`config.mk`:
```
export PLATFORM = sky130hd
export DESIGN_NAME = sync_fifo_ctrl
export DESIGN_NICKNAME = d
export VERILOG_FILES = /design/src/rtl/fifo_pkg.sv /design/src/rtl/fifo_mem.sv /design/src/rtl/sync_fifo_ctrl.sv
export SDC_FILE = /design/constraint.sdc
export NUM_CORES = 1
export LEC_CHECK = 0
export BUFFER_PORTS_ARGS = -buffer_cell sky130_fd_sc_hd__buf_2
export CAP_MARGIN = 20
export CORE_ASPECT_RATIO = 0.5
export CORE_MARGIN = 4
export CORE_UTILIZATION = 53
export CTS_CLUSTER_SIZE = 28
export DETAILED_ROUTE_END_ITERATION = 8
export PLACE_DENSITY_LB_ADDON = 0.05
export SYNTH_ARGS = -nofsm -noshare
export SYNTH_HDL_FRONTEND = slang
export SYNTH_SLANG_ARGS = --single-unit
```
`constraint.sdc`:
```
create_clock -name clk_i -period 2.6 [get_ports clk_i]
set_input_delay 0.13 -clock clk_i [delete_from_list [all_inputs] [get_ports clk_i]]
set_output_delay 0.13 -clock clk_i [all_outputs]
set_load 0.02 [all_outputs]
```
`src/rtl/fifo_pkg.sv`:
```
// fifo_pkg: shared widths and read-mode type for the synchronous FIFO
package fifo_pkg;

    typedef enum logic {
        READ_STD  = 1'b0,
        READ_FWFT = 1'b1
    } read_mode_e;

    function automatic int ptr_width(input int depth);
        return $clog2(depth) + 1;
    endfunction

    function automatic read_mode_e read_mode(input int fwft);
        return (fwft != 0) ? READ_FWFT : READ_STD;
    endfunction

endpackage

```
`src/rtl/fifo_mem.sv`:
```
// fifo_mem: register-array storage with one write port and an asynchronous read port
module fifo_mem
    import fifo_pkg::*;
#(
    parameter int DATA_WIDTH   = 8,
    parameter int BUFFER_DEPTH = 8,
    localparam int ADDR_W      = ptr_width(BUFFER_DEPTH) - 1
) (
    input  logic                  clk_i,
    input  logic                  we_i,
    input  logic [ADDR_W-1:0]     waddr_i,
    input  logic [DATA_WIDTH-1:0] wdata_i,
    input  logic [ADDR_W-1:0]     raddr_i,
    output logic [DATA_WIDTH-1:0] rdata_o
);

    logic [DATA_WIDTH-1:0] mem [BUFFER_DEPTH];

    // Store the accepted word; contents are never reset
    always_ff @(posedge clk_i) begin
        if (we_i) mem[waddr_i] <= wdata_i;
    end

    assign rdata_o = mem[raddr_i];

endmodule

```
`src/rtl/sync_fifo_ctrl.sv`:
```
// sync_fifo_ctrl: single-clock FIFO with fill level, thresholds, FWFT option and sticky error flags
module sync_fifo_ctrl
    import fifo_pkg::*;
#(
    parameter int DATA_WIDTH       = 8,
    parameter int BUFFER_DEPTH     = 8,
    parameter int FWFT             = 0,
    parameter int ALMOST_FULL_LVL  = BUFFER_DEPTH - 1,
    parameter int ALMOST_EMPTY_LVL = 1
) (
    input  logic                                clk_i,
    input  logic                                rst_i,
    input  logic                                we_i,
    input  logic [DATA_WIDTH-1:0]               din_i,
    output logic                                wrdy_o,
    input  logic                                re_i,
    output logic [DATA_WIDTH-1:0]               dout_o,
    output logic                                rrdy_o,
    output logic [ptr_width(BUFFER_DEPTH)-1:0]  level_o,
    output logic                                almost_full_o,
    output logic                                almost_empty_o,
    input  logic                                clr_err_i,
    output logic                                overflow_o,
    output logic                                underflow_o
);

    localparam int PTR_W = ptr_width(BUFFER_DEPTH);
    localparam int ADDR_W = PTR_W - 1;
    localparam read_mode_e MODE = read_mode(FWFT);
    localparam logic [PTR_W-1:0] AF_LVL = PTR_W'(ALMOST_FULL_LVL);
    localparam logic [PTR_W-1:0] AE_LVL = PTR_W'(ALMOST_EMPTY_LVL);

    if (BUFFER_DEPTH < 2 || (BUFFER_DEPTH & (BUFFER_DEPTH - 1)) != 0) begin : g_bad_depth
        $error("BUFFER_DEPTH must be a power of two >= 2");
    end
    if (ALMOST_FULL_LVL < 1 || ALMOST_FULL_LVL > BUFFER_DEPTH) begin : g_bad_af
        $error("ALMOST_FULL_LVL out of range 1..BUFFER_DEPTH");
    end
    if (ALMOST_EMPTY_LVL < 0 || ALMOST_EMPTY_LVL > BUFFER_DEPTH - 1) begin : g_bad_ae
        $error("ALMOST_EMPTY_LVL out of range 0..BUFFER_DEPTH-1");
    end

    logic [PTR_W-1:0] wr_ptr, rd_ptr;
    logic [DATA_WIDTH-1:0] rd_data;
    logic empty, full, wr_en, rd_en;

    assign empty = wr_ptr == rd_ptr;
    assign full = (wr_ptr[ADDR_W] != rd_ptr[ADDR_W]) && (wr_ptr[ADDR_W-1:0] == rd_ptr[ADDR_W-1:0]);
    assign wr_en = we_i & ~full;
    assign rd_en = re_i & ~empty;

    assign wrdy_o = ~full;
    assign rrdy_o = ~empty;
    assign level_o = wr_ptr - rd_ptr;
    assign almost_full_o = level_o >= AF_LVL;
    assign almost_empty_o = level_o <= AE_LVL;

    fifo_mem #(
        .DATA_WIDTH  (DATA_WIDTH),
        .BUFFER_DEPTH(BUFFER_DEPTH)
    ) u_mem (
        .clk_i  (clk_i),
        .we_i   (wr_en),
        .waddr_i(wr_ptr[ADDR_W-1:0]),
        .wdata_i(din_i),
        .raddr_i(rd_ptr[ADDR_W-1:0]),
        .rdata_o(rd_data)
    );

    // Advance pointers on accepted operations; binary wrap is natural
    always_ff @(posedge clk_i) begin
        if (rst_i) begin
            wr_ptr <= '0;
            rd_ptr <= '0;
        end else begin
            if (wr_en) wr_ptr <= wr_ptr + PTR_W'(1);
            if (rd_en) rd_ptr <= rd_ptr + PTR_W'(1);
        end
    end

    // Sticky error flags; a new violation wins over a clear in the same cycle
    always_ff @(posedge clk_i) begin
        if (rst_i) begin
            overflow_o  <= 1'b0;
            underflow_o <= 1'b0;
        end else begin
            overflow_o  <= (we_i & full) | (overflow_o & ~clr_err_i);
            underflow_o <= (re_i & empty) | (underflow_o & ~clr_err_i);
        end
    end

    if (MODE == READ_FWFT) begin : g_fwft
        assign dout_o = rd_data;
    end else begin : g_std
        logic [DATA_WIDTH-1:0] dout_q;
        // Capture the head word when a read is accepted, hold otherwise
        always_ff @(posedge clk_i) begin
            if (rst_i) dout_q <= '0;
            else if (rd_en) dout_q <= rd_data;
        end
        assign dout_o = dout_q;
    end

endmodule

```
==> After elaboration in Yosys (flattened, before gate mapping) <==
Memory sizes are Yosys's and may differ from the RTL's. A register that Yosys moved wholly into a read port is not among the register bits.
Cells that the tools add are included.
{ "word_totals": {"word_cells": 27, "ff_bits": 10, "ram_bits": 64, "memories": 1} }
{ "mem_list": {"columns": ["name", "depth", "width", "rd", "rd_clocked_by_memory_dff", "wr", "line", "rtl"], "rows": [
  ["u_mem.mem", 8, 8, 1, 1, 1, "fifo_mem.sv:17", "logic [DATA_WIDTH-1:0] mem [BUFFER_DEPTH];"]
]} }
{ "op_classes": {"n_addsub": 3, "muxes": 2, "n_lt_le_gt_ge": 2, "bitwise": 11, "eq_ne": 3, "reduce_logical": 1} }
{ "op_table": {"columns": ["cell", "count"], "rows": [
  ["4-bit by 1-bit adder with 4-bit output (second input constant)", 2],
  ["1-bit bitwise AND", 6],
  ["4-bit equality test", 1],
  ["4-bit by 3-bit greater-or-equal comparator with 1-bit output (second input constant)", 1],
  ["4-bit by 1-bit less-or-equal comparator with 1-bit output (second input constant)", 1],
  ["4-bit subtractor", 1],
  ["3-bit equality test", 1],
  ["1-bit inverter", 3],
  ["1-bit two-way mux", 2],
  ["1-bit OR", 2],
  ["1-bit logical AND", 1],
  ["1-bit != test", 1]
]} }

==> Logic depth before layout (Yosys ltp) <==
Gate-level depths: netlist (run 1).
{ "depth": {"depth_word": 6, "depth_mapped": 10, "depth_no_buf": 6} }

==> Hierarchy <==
Synthesis (run 1) repeated with hierarchy kept, for this count alone.
{ "hier_totals": {"cells_unflattened": 218, "area_unflattened_um2": 3564.7} }
{ "modules_own_cells": {"columns": ["module", "n_inst", "seq_area_each_um2", "area_per_inst_um2", "cells_per_inst"], "rows": [
  ["fifo_mem", 1, 1921.8, 2531.2, 106],
  ["sync_fifo_ctrl", 1, 360.3, 1033.5, 112]
]} }

==> Worst setup path before layout (run 1) <==
No wires, ideal clock.
{ "synth_timing": {"path_type": "reg-to-reg", "from": "reg rd_ptr[1]", "to": "mem u_mem.mem[2][0] (enable)", "path_stages_with_launch": 11, "synth_period_minus_slack_ns": 2.908, "required_time_ns": 2.217, "setup_time_ns": 0.383, "path_slack_ns": -0.308, "arrival_ns": 2.525, "path_cell_list": "dfxtp_1 buf_6 buf_8 buf_6 inv_1 ha_1 and3_1 clkbuf_1 nand2_1 nand3_1 nor3_1"} }
{ "synth_via": {"elab_chain_len": 6} }
{ "synth_rtl": {"columns": ["item", "line", "rtl"], "rows": [
  ["start, declared", "sync_fifo_ctrl.sv:43", "logic [PTR_W-1:0] wr_ptr, rd_ptr;"],
  ["start signal, assigned", "sync_fifo_ctrl.sv:77", "if (rd_en) rd_ptr <= rd_ptr + PTR_W'(1);"],
  ["3-bit equality test", "sync_fifo_ctrl.sv:48", "assign full = (wr_ptr[ADDR_W] != rd_ptr[ADDR_W]) && (wr_ptr[ADDR_W-1:0] == rd_ptr[ADDR_W-1:0]);"],
  ["1-bit logical AND", "sync_fifo_ctrl.sv:48", null],
  ["1-bit inverter", null, null],
  ["via wrdy_o", "sync_fifo_ctrl.sv:15", "output logic wrdy_o,"],
  ["1-bit bitwise AND", "sync_fifo_ctrl.sv:49", "assign wr_en = we_i & ~full;"],
  ["1-bit two-way mux", "fifo_mem.sv:21", "if (we_i) mem[waddr_i] <= wdata_i;"],
  ["1-bit two-way mux (implied by the code)", "fifo_mem.sv:21", null],
  ["end, declared", "fifo_mem.sv:17", null]
]} }
The timed path passes the listed nets, and every way through them passes these cells.

==> Worst setup path in the final report (run 1) <==
{ "layout_timing": {"from": "reg wr_ptr[0]", "to": "out almost_full_o"} }
{ "layout_via": {"elab_chain_len": 2} }
{ "layout_rtl": {"columns": ["item", "line", "rtl"], "rows": [
  ["start, declared", "sync_fifo_ctrl.sv:43", null],
  ["start signal, assigned", "sync_fifo_ctrl.sv:76", "if (wr_en) wr_ptr <= wr_ptr + PTR_W'(1);"],
  ["4-bit subtractor", "sync_fifo_ctrl.sv:54", "assign level_o = wr_ptr - rd_ptr;"],
  ["4-bit by 3-bit greater-or-equal comparator with 1-bit output", "sync_fifo_ctrl.sv:55", "assign almost_full_o = level_o >= AF_LVL;"],
  ["end, declared", "sync_fifo_ctrl.sv:20", "output logic almost_full_o,"]
]} }
Every way passes these cells.

==> results of run 1 <==
worst max path at each step:
stage                           startpoint                         to  slack (ps)  cells past startpoint
detailed placement  wr_ptr[0]$_SDFFE_PP0P_  u_mem.mem[3][1]$_DFFE_PP_         420                      7
global placement    wr_ptr[0]$_SDFFE_PP0P_  u_mem.mem[2][1]$_DFFE_PP_         540                      7
global route        wr_ptr[0]$_SDFFE_PP0P_              almost_full_o         190                      6
CTS                 wr_ptr[0]$_SDFFE_PP0P_              almost_full_o         280                      6
floorplan           rd_ptr[1]$_SDFFE_PP0P_  u_mem.mem[3][0]$_DFFE_PP_        -100                     10
finish              wr_ptr[0]$_SDFFE_PP0P_              almost_full_o         300                      6
power by group:
group	switching, uW	total, uW	internal (uW)	leakage (uW)
clock network	488	1460	968	0.000167
registers	31.4	1510	1480	0.000729
logic	392	607	215	0.000532
final cells by class:
type / count / area share (%)
Clock buffer: 12 / 6.17
Clock inverter: 4 / 2.48
Inverter: 9 / 0.846
Multi-Input combinational cell: 120 / 24.4
Sequential cell: 82 / 57.2
Tap cell: 88 / 2.76
Timing Repair Buffer: 43 / 6.20
logic make-up (layout without fill, tap and decap cells):
logic type      Yosys count  count (layout)  synth area share (%)
fa+ha+maj                 6               6                  2.47
compound gates           31              31                  6.87
xor+xnor                  9               9                  2.35
mux                      24              24                  10.2
buf+inv                  21              68                  3.14
flops                    82              82                  68.1
simple gates             50              50                  6.87
metrics by stage:
step                      hold WS (ps)  instances  setup TNS [ps]
after floorplan                    229        223           -2260
after global placement             414        342               0
after detailed placement           426        342               0
after CTS                         70.4        358               0
after global routing              89.6        358               0
final                             84.5        358               0
flip-flops by register name (all words and copies together) (netlist names):
signal       cells
dout_o           8
u_mem.mem       64
wr_ptr           4
overflow_o       1
rd_ptr           4
underflow_o      1
placed cells by master (no fill, tap or decap), types with 4 or more instances in the layout:
| cell | Yosys | routed |
|---|---|---|
| edfxtp_1 | 64 | 64 |
| buf_2 | 0 | 30 |
| nor2_1 | 19 | 19 |
| dfxtp_1 | 18 | 18 |
| mux2i_1 | 16 | 16 |
| buf_4 | 0 | 13 |
| nor3_1 | 12 | 11 |
| inv_1 | 9 | 9 |
| clkbuf_16 | 0 | 9 |
| mux4_2 | 8 | 8 |
| o22ai_1 | 8 | 8 |
| a211oi_1 | 8 | 8 |
| nand2_1 | 7 | 7 |
| xnor2_1 | 5 | 5 |
| ha_1 | 5 | 5 |
| xor2_1 | 4 | 4 |
| a21oi_1 | 4 | 4 |
cells in the mapped netlist:
master | instances | area [um2]
nor2_1 | 19 | 71.3
ha_1 | 5 | 62.6
a21boi_4 | 1 | 18.8
nor2b_1 | 1 | 6.26
o211ai_1 | 3 | 22.5
mux4_2 | 8 | 180
and3_2 | 1 | 7.51
mux2i_1 | 16 | 160
buf_6 | 2 | 22.5
nand3_1 | 3 | 15.0
nor4_1 | 1 | 6.26
nand2_1 | 7 | 26.3
o32ai_1 | 1 | 8.76
edfxtp_1 | 64 | 1920
dfxtp_1 | 18 | 360
xor2_1 | 4 | 35.0
o21ai_0 | 1 | 5.00
a32oi_1 | 2 | 17.5
nand4_1 | 1 | 6.26
nor3_1 | 12 | 60.1
a211oi_1 | 8 | 60.1
o21ai_2 | 2 | 17.5
and3_1 | 2 | 12.5
clkbuf_1 | 7 | 26.3
a21oi_1 | 4 | 20.0
buf_1 | 2 | 7.51
xnor2_1 | 5 | 43.8
nand2b_1 | 2 | 12.5
inv_1 | 9 | 33.8
fa_1 | 1 | 20.0
or2_2 | 1 | 6.26
o211a_1 | 1 | 10.0
buf_8 | 1 | 15.0
o22ai_1 | 8 | 50.1
layer usage:
metal | routed length, um | share of wire, %
met5 | 0 | 0
met4 | 82 | 1.2
met3 | 305 | 4.4
met2 | 3120 | 45
met1 | 3500 | 50
worst max-delay path: stages (launching register included):
cell	delay, ps
dfxtp_1	460
inv_1	130
ha_1	230
fa_1	380
xor2_1	200
o32ai_1	230
buf_2	210
==> metrics, run 1 <==
Warnings, synthesis 0; vias in the first global route between 1500 and 2000; Die Height about 64 um; layout cells sized above 1 between 20% and 30%; fillers 470; max capacitance violation total 0; RSZ-0062 raised after global routing no; DRC viols 0; first-pass GRT wire length ~11000 um; CTS tree yes; Total Wirelength between 7000 and 8000 um; max_slew headroom approximately 64%; DP HPWL about 4600 um; Worst Skew between 6 and 7 ps; worst skew pair latency ~340 ps; largest net degree at the start of global routing 29; htree depth 3; hold path cells 1; Worst setup EP type output port; worst slew pin tran approximately 540 ps; worst hold endpoint u_mem.mem[0][4]$_DFFE_PP_; Worst EP arrival between 2000 and 2500 ps; Multi-input gate area 973 um2; IO buf count 30; FMAX ~430 MHz; Worst Min Path Start din_i[4]; r2r endpoint u_mem.mem[3][7]$_DFFE_PP_; min cycle time layout ~2300 ps; cts hold-fix bufs 0; VDD IR max 0.000546 V; Rows 20; DRT antenna net count 0; Mapped Area about 3300 um2; CP required ~2500 ps; Power Dens Cells between 800 and 900 nW/um2; CTS clk-pin slew, worst paths ~60 ps; Seq/Total Area, Yosys between 60% and 70%; First-pass DRT Iterations 4; # IOs 31; Fin. Hold Viols 0; GRT busiest layer met2; CTS root buf clkbuf_16; GP Congestion 0.794; Final period util between 80% and 90%; reg2reg start wr_ptr[0]$_SDFFE_PP0P_; WL per Instance 19.6 um; Max Slew Vio Count 0; initial antenna violation count 0; area delta synth->final 19.2%; placed cell areas around 3600 um2; GR Util All Layers between 10% and 20%; Worst Reg-to-Reg Cells 7; Post-Syn Nets about 240; met3 GRT Util 6.72%; post-CTS setup buffer count 0; Final nets 284; final core utilization approximately two thirds; met1 Use GR 26.6%; Mean Syn Cell Area about 15 um2; power after layout around 3600 uW; post-synthesis cell type count 34; Die ar. 7730 um2; detail-routed via count per cell ~5.6; CTS buffer count 9; post-route setup slack a little under 300 ps; P_leak approximately 0.0014 uW; status complete, no violations; First DRT Iteration DRCs around 180; Overflow after GRT 0; Hold Crit Class in -> reg; R2R Setup Slk 420 ps; kind of critical path reg -> out; Sink Count 82; Ant. Diodes 0; final setup fails 0; chip width between 100 and 150 um; register area between 2000 and 2500 um2; dpl ws 418 ps; core area between 6000 and 7000 um2; met2 usage in global routing between 20 and 30%; FF+latch count, synth approximately 80; cell area after layout around 4000 um2; CP startpoint kind register; Cells after Synth between 200 and 250; via count approximately 2000; # resized after CTS 0; clk buf depth 2; Initial Util 54.9%; critical-path maximum fanout 7
No activity file was read; power rests on OpenSTA's default activity.
==> run 2: changes to the inputs <==
CELL_PAD_IN_SITES_DETAIL_PLACEMENT = 1   (was default)
CELL_PAD_IN_SITES_GLOBAL_PLACEMENT = 1   (was default)
CORE_UTILIZATION = 44   (was 53)
==> run 2 against run 1 <==
Against the previous run: via count decreased by 1.8%; combinational power barely moved; global-route usage decreased by 1.5 points; first-iteration DRC count fell by 21%; clock skew is 1.4 ps higher; critical path type unchanged; non-clock buffer count unchanged; largest cell class unchanged; register-to-register slack better by 20 ps; highest routed layer unchanged; wire length up 5.8%.
==> metrics, run 2 (same netlist as run 1, synthesis figures left out) <==
Net Sw Power 925 uW (+1.4%); Worst Skew 7.69 ps (+1.37 ps); Clk pwr share 37.1% (-3.7 points); Final period util 88.4% (-0.15 points); DP HPWL 4910 um (+7.4%); critical-path maximum fanout 7 (unchanged); CTS clk-pin slew, worst paths 60 ps (about the same); initial antenna violation count 0 (unchanged); # IOs 31 (unchanged); DRT antenna net count 0 (unchanged); VDD IR max 0.000550 V (+0.72%); DRC viols 0 (unchanged); core area 7350 um2 (+20%); Hold WS 60.1 ps (-24.4 ps); CTS root buf clkbuf_16; Net Sw Frac 27.5% (+2.0 points); Overflow after GRT 0 (unchanged); Sink Count 82 (unchanged); kind of critical path reg -> out; # resized after CTS 0 (unchanged); clk buf depth 2 (unchanged); detail-routed via count per cell 5.39 (-3.9%); post-CTS setup buffer count 0 (unchanged); first-pass GRT wire length 11900 um (+13%); worst-path cell chain inv_1 > ha_1 > fa_1 > xor2_1 > o32ai_1 > buf_2; worst hold endpoint u_mem.mem[5][6]$_DFFE_PP_; area delta synth->final 17.9%; critical path's largest stage delay 460 ps (about the same); Hold Crit Class in -> reg; Crit-path slowest cell dfxtp_1; Ant. Diodes 0 (unchanged); status complete, no violations; combinational power share 18.0% (+1.0 points); P_int 2440 uW (-8.4%); Seq pwr share 44.9% (+2.7 points); Rows 22 (+10%); final setup fails 0 (unchanged); largest net degree at the start of global routing 29 (unchanged); GR Util All Layers 17.7% (-1.5 points); max capacitance violation total 0 (unchanged); chip width 131 um (+9.1%); Die Height 69.7 um (+8.5%); First-pass DRT Iterations 4 (unchanged); WL per Instance 20.3 um (+3.5%); vias in the first global route 2069 (+7.1%); htree depth 3 (unchanged); min cycle time layout 2300 ps (-3.81 ps); RSZ-0062 raised after global routing no; max_slew headroom 64.1% (-0.066 points); Fin. Hold Viols 0 (unchanged); commonest non-fill, non-tap cell in the layout edfxtp_1; Worst setup EP type output port; hold path cells 1 (unchanged); Worst Reg-to-Reg Cells 7 (unchanged); Worst EP arrival 2170 ps (about the same); via count 1972 (-1.8%); P_leak 0.00140 uW (-1.7%); Max Slew Vio Count 0 (unchanged); Worst Min Path Start din_i[6]; dpl ws 435 ps (+17.0 ps); CP startpoint kind register; Die ar. 9160 um2 (+18%); worst skew pair latency 340 ps (about the same); Setup TNS Final 0 ps (unchanged); commonest non-fill, non-tap cells in the layout edfxtp_1 (64), buf_2 (30), nor2_1 (19), dfxtp_1 (18), mux2i_1 (16); Most flops, register u_mem.mem; worst slew pin tran 538 ps (+0.994 ps); Initial Util 45.6% (-9.3 points); Power Dens Cells 851 nW/um2 (-4.9%); CTS buffer count 9 (unchanged); CP bufs+invs 2 (unchanged); Final nets 284 (unchanged); cts hold-fix bufs 0 (unchanged); R2R Setup Slk 440 ps (+20 ps); r2r endpoint u_mem.mem[3][4]$_DFFE_PP_; CP required 2470 ps (about the same); GP Congestion 0.777 (-2.2%); First DRT Iteration DRCs 139 (-21%); layout cells sized above 1 26.3% (-0.37 points); IO buf count 30 (unchanged); reg2reg start wr_ptr[0]$_SDFFE_PP0P_; CTS tree yes; max FFs per register 64 (unchanged); FMAX 435 MHz (+0.17%); Total Wirelength 7420 um (+5.8%); post-route setup slack 300 ps (+3.81 ps); cell family with the largest share of critical-path delay adder cells
[run 2: cell count changes in the layout (fill, tap and decap cells not counted)]
cell and delta:
clkinv_1 +2, bufinv_16 -2, clkbuf_1 -1, clkinv_4 +1, clkbuf_8 -1, inv_6 +1
[run 2: area by class of cell]
type                            count  area (um2)
Clock inverter                      6        63.8
Fill cell                         712        3400
Tap cell                           96         120
Inverter                            9        33.8
Timing Repair Buffer               43         248
Clock buffer                       10         229
Sequential cell                    82        2280
Multi-Input combinational cell    120         973
[run 2: metal layers]
metal	wire length, um	share of wire (%)	GRT usage, %
met5	0	0	0
met4	87	1.2	5.94
met3	441	5.9	5.87
met2	3390	46	27.1
met1	3500	47	24.1
[run 2: worst max path at each step]
| stage | slack (ps) | depth (start not counted) | to | startpoint |
|---|---|---|---|---|
| final | 300 | 6 | almost_full_o | wr_ptr[0]$_SDFFE_PP0P_ |
| after global routing | 150 | 6 | almost_full_o | wr_ptr[0]$_SDFFE_PP0P_ |
| after CTS | 270 | 6 | almost_full_o | wr_ptr[0]$_SDFFE_PP0P_ |
| after detailed placement | 430 | 7 | u_mem.mem[3][3]$_DFFE_PP_ | wr_ptr[0]$_SDFFE_PP0P_ |
| after global placement | 530 | 7 | u_mem.mem[2][2]$_DFFE_PP_ | wr_ptr[0]$_SDFFE_PP0P_ |
| after floorplan | -100 | 10 | u_mem.mem[3][0]$_DFFE_PP_ | rd_ptr[1]$_SDFFE_PP0P_ |
[run 2: power groups by stage]
stage	Clock (uW)	Combinational, uW	Sequential (uW)
5_1_grt	1340	666	1520
2_1_floorplan	0	382	1570
4_1_cts	1280	613	1510
6_report	1250	605	1510
3_5_place_dp	0	609	1540
3_3_place_gp	0	598	1530
[run 2: through the flow]
stage          std cells  power (uW)  util [%]  instance area [um2]
4_1_cts              366        3400      53.7                 3950
2_1_floorplan        223        1950         -                 3360
3_5_place_dp         350        2150      49.8                 3660
6_report             366        3360      53.7                 3950
5_1_grt              366        3520      53.7                 3950
3_3_place_gp         350        2130      49.8                 3660
[run 2: worst reg2reg max path, stage by stage (launching register included)]
cell     delay, ps
dfxtp_1        460
inv_1          140
ha_1           350
and3_1         250
nand2_1        150
nand3_1        150
nor2_1         180
buf_4          200
==> run 3: changes to the inputs <==
--- a/config.mk
+++ b/config.mk
@@ -8,3 +8,2 @@
 export BUFFER_PORTS_ARGS = -buffer_cell sky130_fd_sc_hd__buf_2
-export CAP_MARGIN = 20
 export CELL_PAD_IN_SITES_DETAIL_PLACEMENT = 1
@@ -17,2 +16,3 @@
 export PLACE_DENSITY_LB_ADDON = 0.05
+export RECOVER_POWER = 25
 export SYNTH_ARGS = -nofsm -noshare
==> constraint.sdc (replaced) <==
create_clock -name clk_i -period 2.6 [get_ports clk_i]
set_input_delay 0.26 -clock clk_i [delete_from_list [all_inputs] [get_ports clk_i]]
set_output_delay 0.26 -clock clk_i [all_outputs]
set_load 0.02 [all_outputs]
==> run 3 against run 2 <==
Against the previous run: largest power group unchanged; via count up 1.8%; maximum frequency down 3.5%; largest cell class unchanged; worst setup slack worse by 82 ps; clock power down 3%; clock-buffer cell count unchanged; first-iteration DRC count down 14%; worst hold slack better by 150 ps; critical path type unchanged.
==> metrics, run 3 (same netlist as run 1, synthesis figures left out) <==
status complete, no violations; DRC viols 0 (unchanged); max_slew headroom 63.7% (-0.46 points); Sink Count 82 (unchanged); GR Util All Layers 18.2% (+0.47 points); Rows 22 (unchanged); Die ar. 9160 um2 (unchanged); register area 2280 um2 (about the same); CTS clk-pin slew, worst paths 60 ps (about the same); Final period util 91.6% (+3.2 points); First-pass DRT Iterations 4 (unchanged); core area 7350 um2 (unchanged); VDD IR max 0.000348 V (-37%); FMAX 420 MHz (-3.5%); htree depth 3 (unchanged); IO buf count 30 (unchanged); clk buf depth 2 (unchanged); vias in the first global route 2177 (+5.2%); WL per Instance 21.0 um (+3.4%); Max Slew Vio Count 0 (unchanged); P_leak 0.00137 uW (-2.2%); Hold Crit Class in -> reg; CTS buffer count 9 (unchanged); max capacitance violation total 0 (unchanged); First DRT Iteration DRCs 119 (-14%); DRT antenna net count 0 (unchanged); area delta synth->final 17.5%; Worst EP arrival 2120 ps (-50 ps); worst skew pair latency 330 ps (about the same); Worst Skew 5.48 ps (-2.21 ps); post-CTS setup buffer count 0 (unchanged); kind of critical path reg -> out; first-pass GRT wire length 12300 um (+3.4%); commonest non-fill, non-tap cell in the layout edfxtp_1; worst slew pin tran 545 ps (+6.89 ps); Overflow after GRT 0 (unchanged); power after layout 3330 uW (-0.80%); largest net degree at the start of global routing 28 (-3.4%); Power Dens Cells 847 nW/um2 (-0.46%); Most flops, register u_mem.mem; initial antenna violation count 0 (unchanged); placed cell areas 3660 um2 (unchanged); Worst setup EP type output port; cts hold-fix bufs 0 (unchanged); CP startpoint kind register; final setup fails 0 (unchanged); DP HPWL 5120 um (+4.4%); CTS tree yes; GP Congestion 0.742 (-4.5%); detail-routed via count per cell 5.50 (+2.1%); chip width 131 um (unchanged); Fin. Hold Viols 0 (unchanged); via count 2007 (+1.8%); Initial Util 45.6% (unchanged); CP required 2340 ps (-130 ps); CTS root buf clkbuf_16; R2R Setup Slk 430 ps (about the same); # IOs 31 (unchanged); critical-path maximum fanout 7 (unchanged); Multi-input gate area 973 um2 (unchanged); Die Height 69.7 um (unchanged); Ant. Diodes 0 (unchanged); RSZ-0062 raised after global routing no; layout cells sized above 1 24.5% (-1.8 points); commonest non-fill, non-tap cells in the layout edfxtp_1 (64), buf_2 (24), nor2_1 (19), dfxtp_1 (17), mux2i_1 (16); Total Wirelength 7650 um (+3.1%); cell area after layout 3940 um2 (-0.35%); Final nets 284 (unchanged); fillers 702 (-1.4%); min cycle time layout 2380 ps (+82.5 ps); # resized after CTS 0 (unchanged); max FFs per register 64 (unchanged)
[run 3: cell types whose count changed in the layout (fill, tap and decap cells not counted)]
cell / delta
clkbuf_1: +6
buf_2: -6
dfxtp_2: +1
clkinv_4: -1
clkinvlp_4: +3
clkinv_1: -1
dfxtp_1: -1
inv_6: -2
[run 3: metal layers]
layer	up-vias	GRT usage (%)	routed length, um
met3	8	6.59	484
met5	-	0	0
li1	932	-	-
met4	0	5.82	97
met2	46	29.8	3690
met1	1021	22.8	3380
[run 3: final cells by class]
type	count	share of cell area, %
Clock buffer	10	5.82
Clock inverter	5	1.43
Inverter	9	0.858
Multi-Input combinational cell	120	24.7
Sequential cell	82	58.0
Tap cell	96	3.05
Timing Repair Buffer	43	6.10
[run 3: path summary, 6_finish.rpt]
| path | start | depth (start not counted) | end |
|---|---|---|---|
| worst max-delay path | wr_ptr[0]$_SDFFE_PP0P_ | 6 | almost_full_o |
| worst min-delay path | din_i[1] | 1 | u_mem.mem[7][1]$_DFFE_PP_ |
| worst max register to register | wr_ptr[1]$_SDFFE_PP0P_ | 6 | u_mem.mem[2][0]$_DFFE_PP_ |
| worst min register to register | dout_o[0]$_SDFFE_PP0P_ | 2 | dout_o[0]$_SDFFE_PP0P_ |
[run 3: where the power goes]
group	switching, uW	internal, uW	total, uW
Combinational	399	214	613
Sequential	33.7	1480	1510
Clock	476	734	1210
[run 3: metrics by stage]
step	cells	hold slack (ps)	setup TNS (ps)	setup WS (ps)	utilization, %
6_report	365	210	0	218	53.6
5_1_grt	365	232	0	83.9	53.6
4_1_cts	365	195	0	71.9	53.6
2_1_floorplan	223	359	-2260	-104	-
3_5_place_dp	350	483	0	406	49.8
3_3_place_gp	350	455	0	509	49.8
[run 3: worst max-delay path, cell delays in order (launching register included)]
cell,delay (ps)
dfxtp_2,400
inv_1,110
ha_1,220
fa_1,400
xor2_1,210
o32ai_1,240
buf_2,210
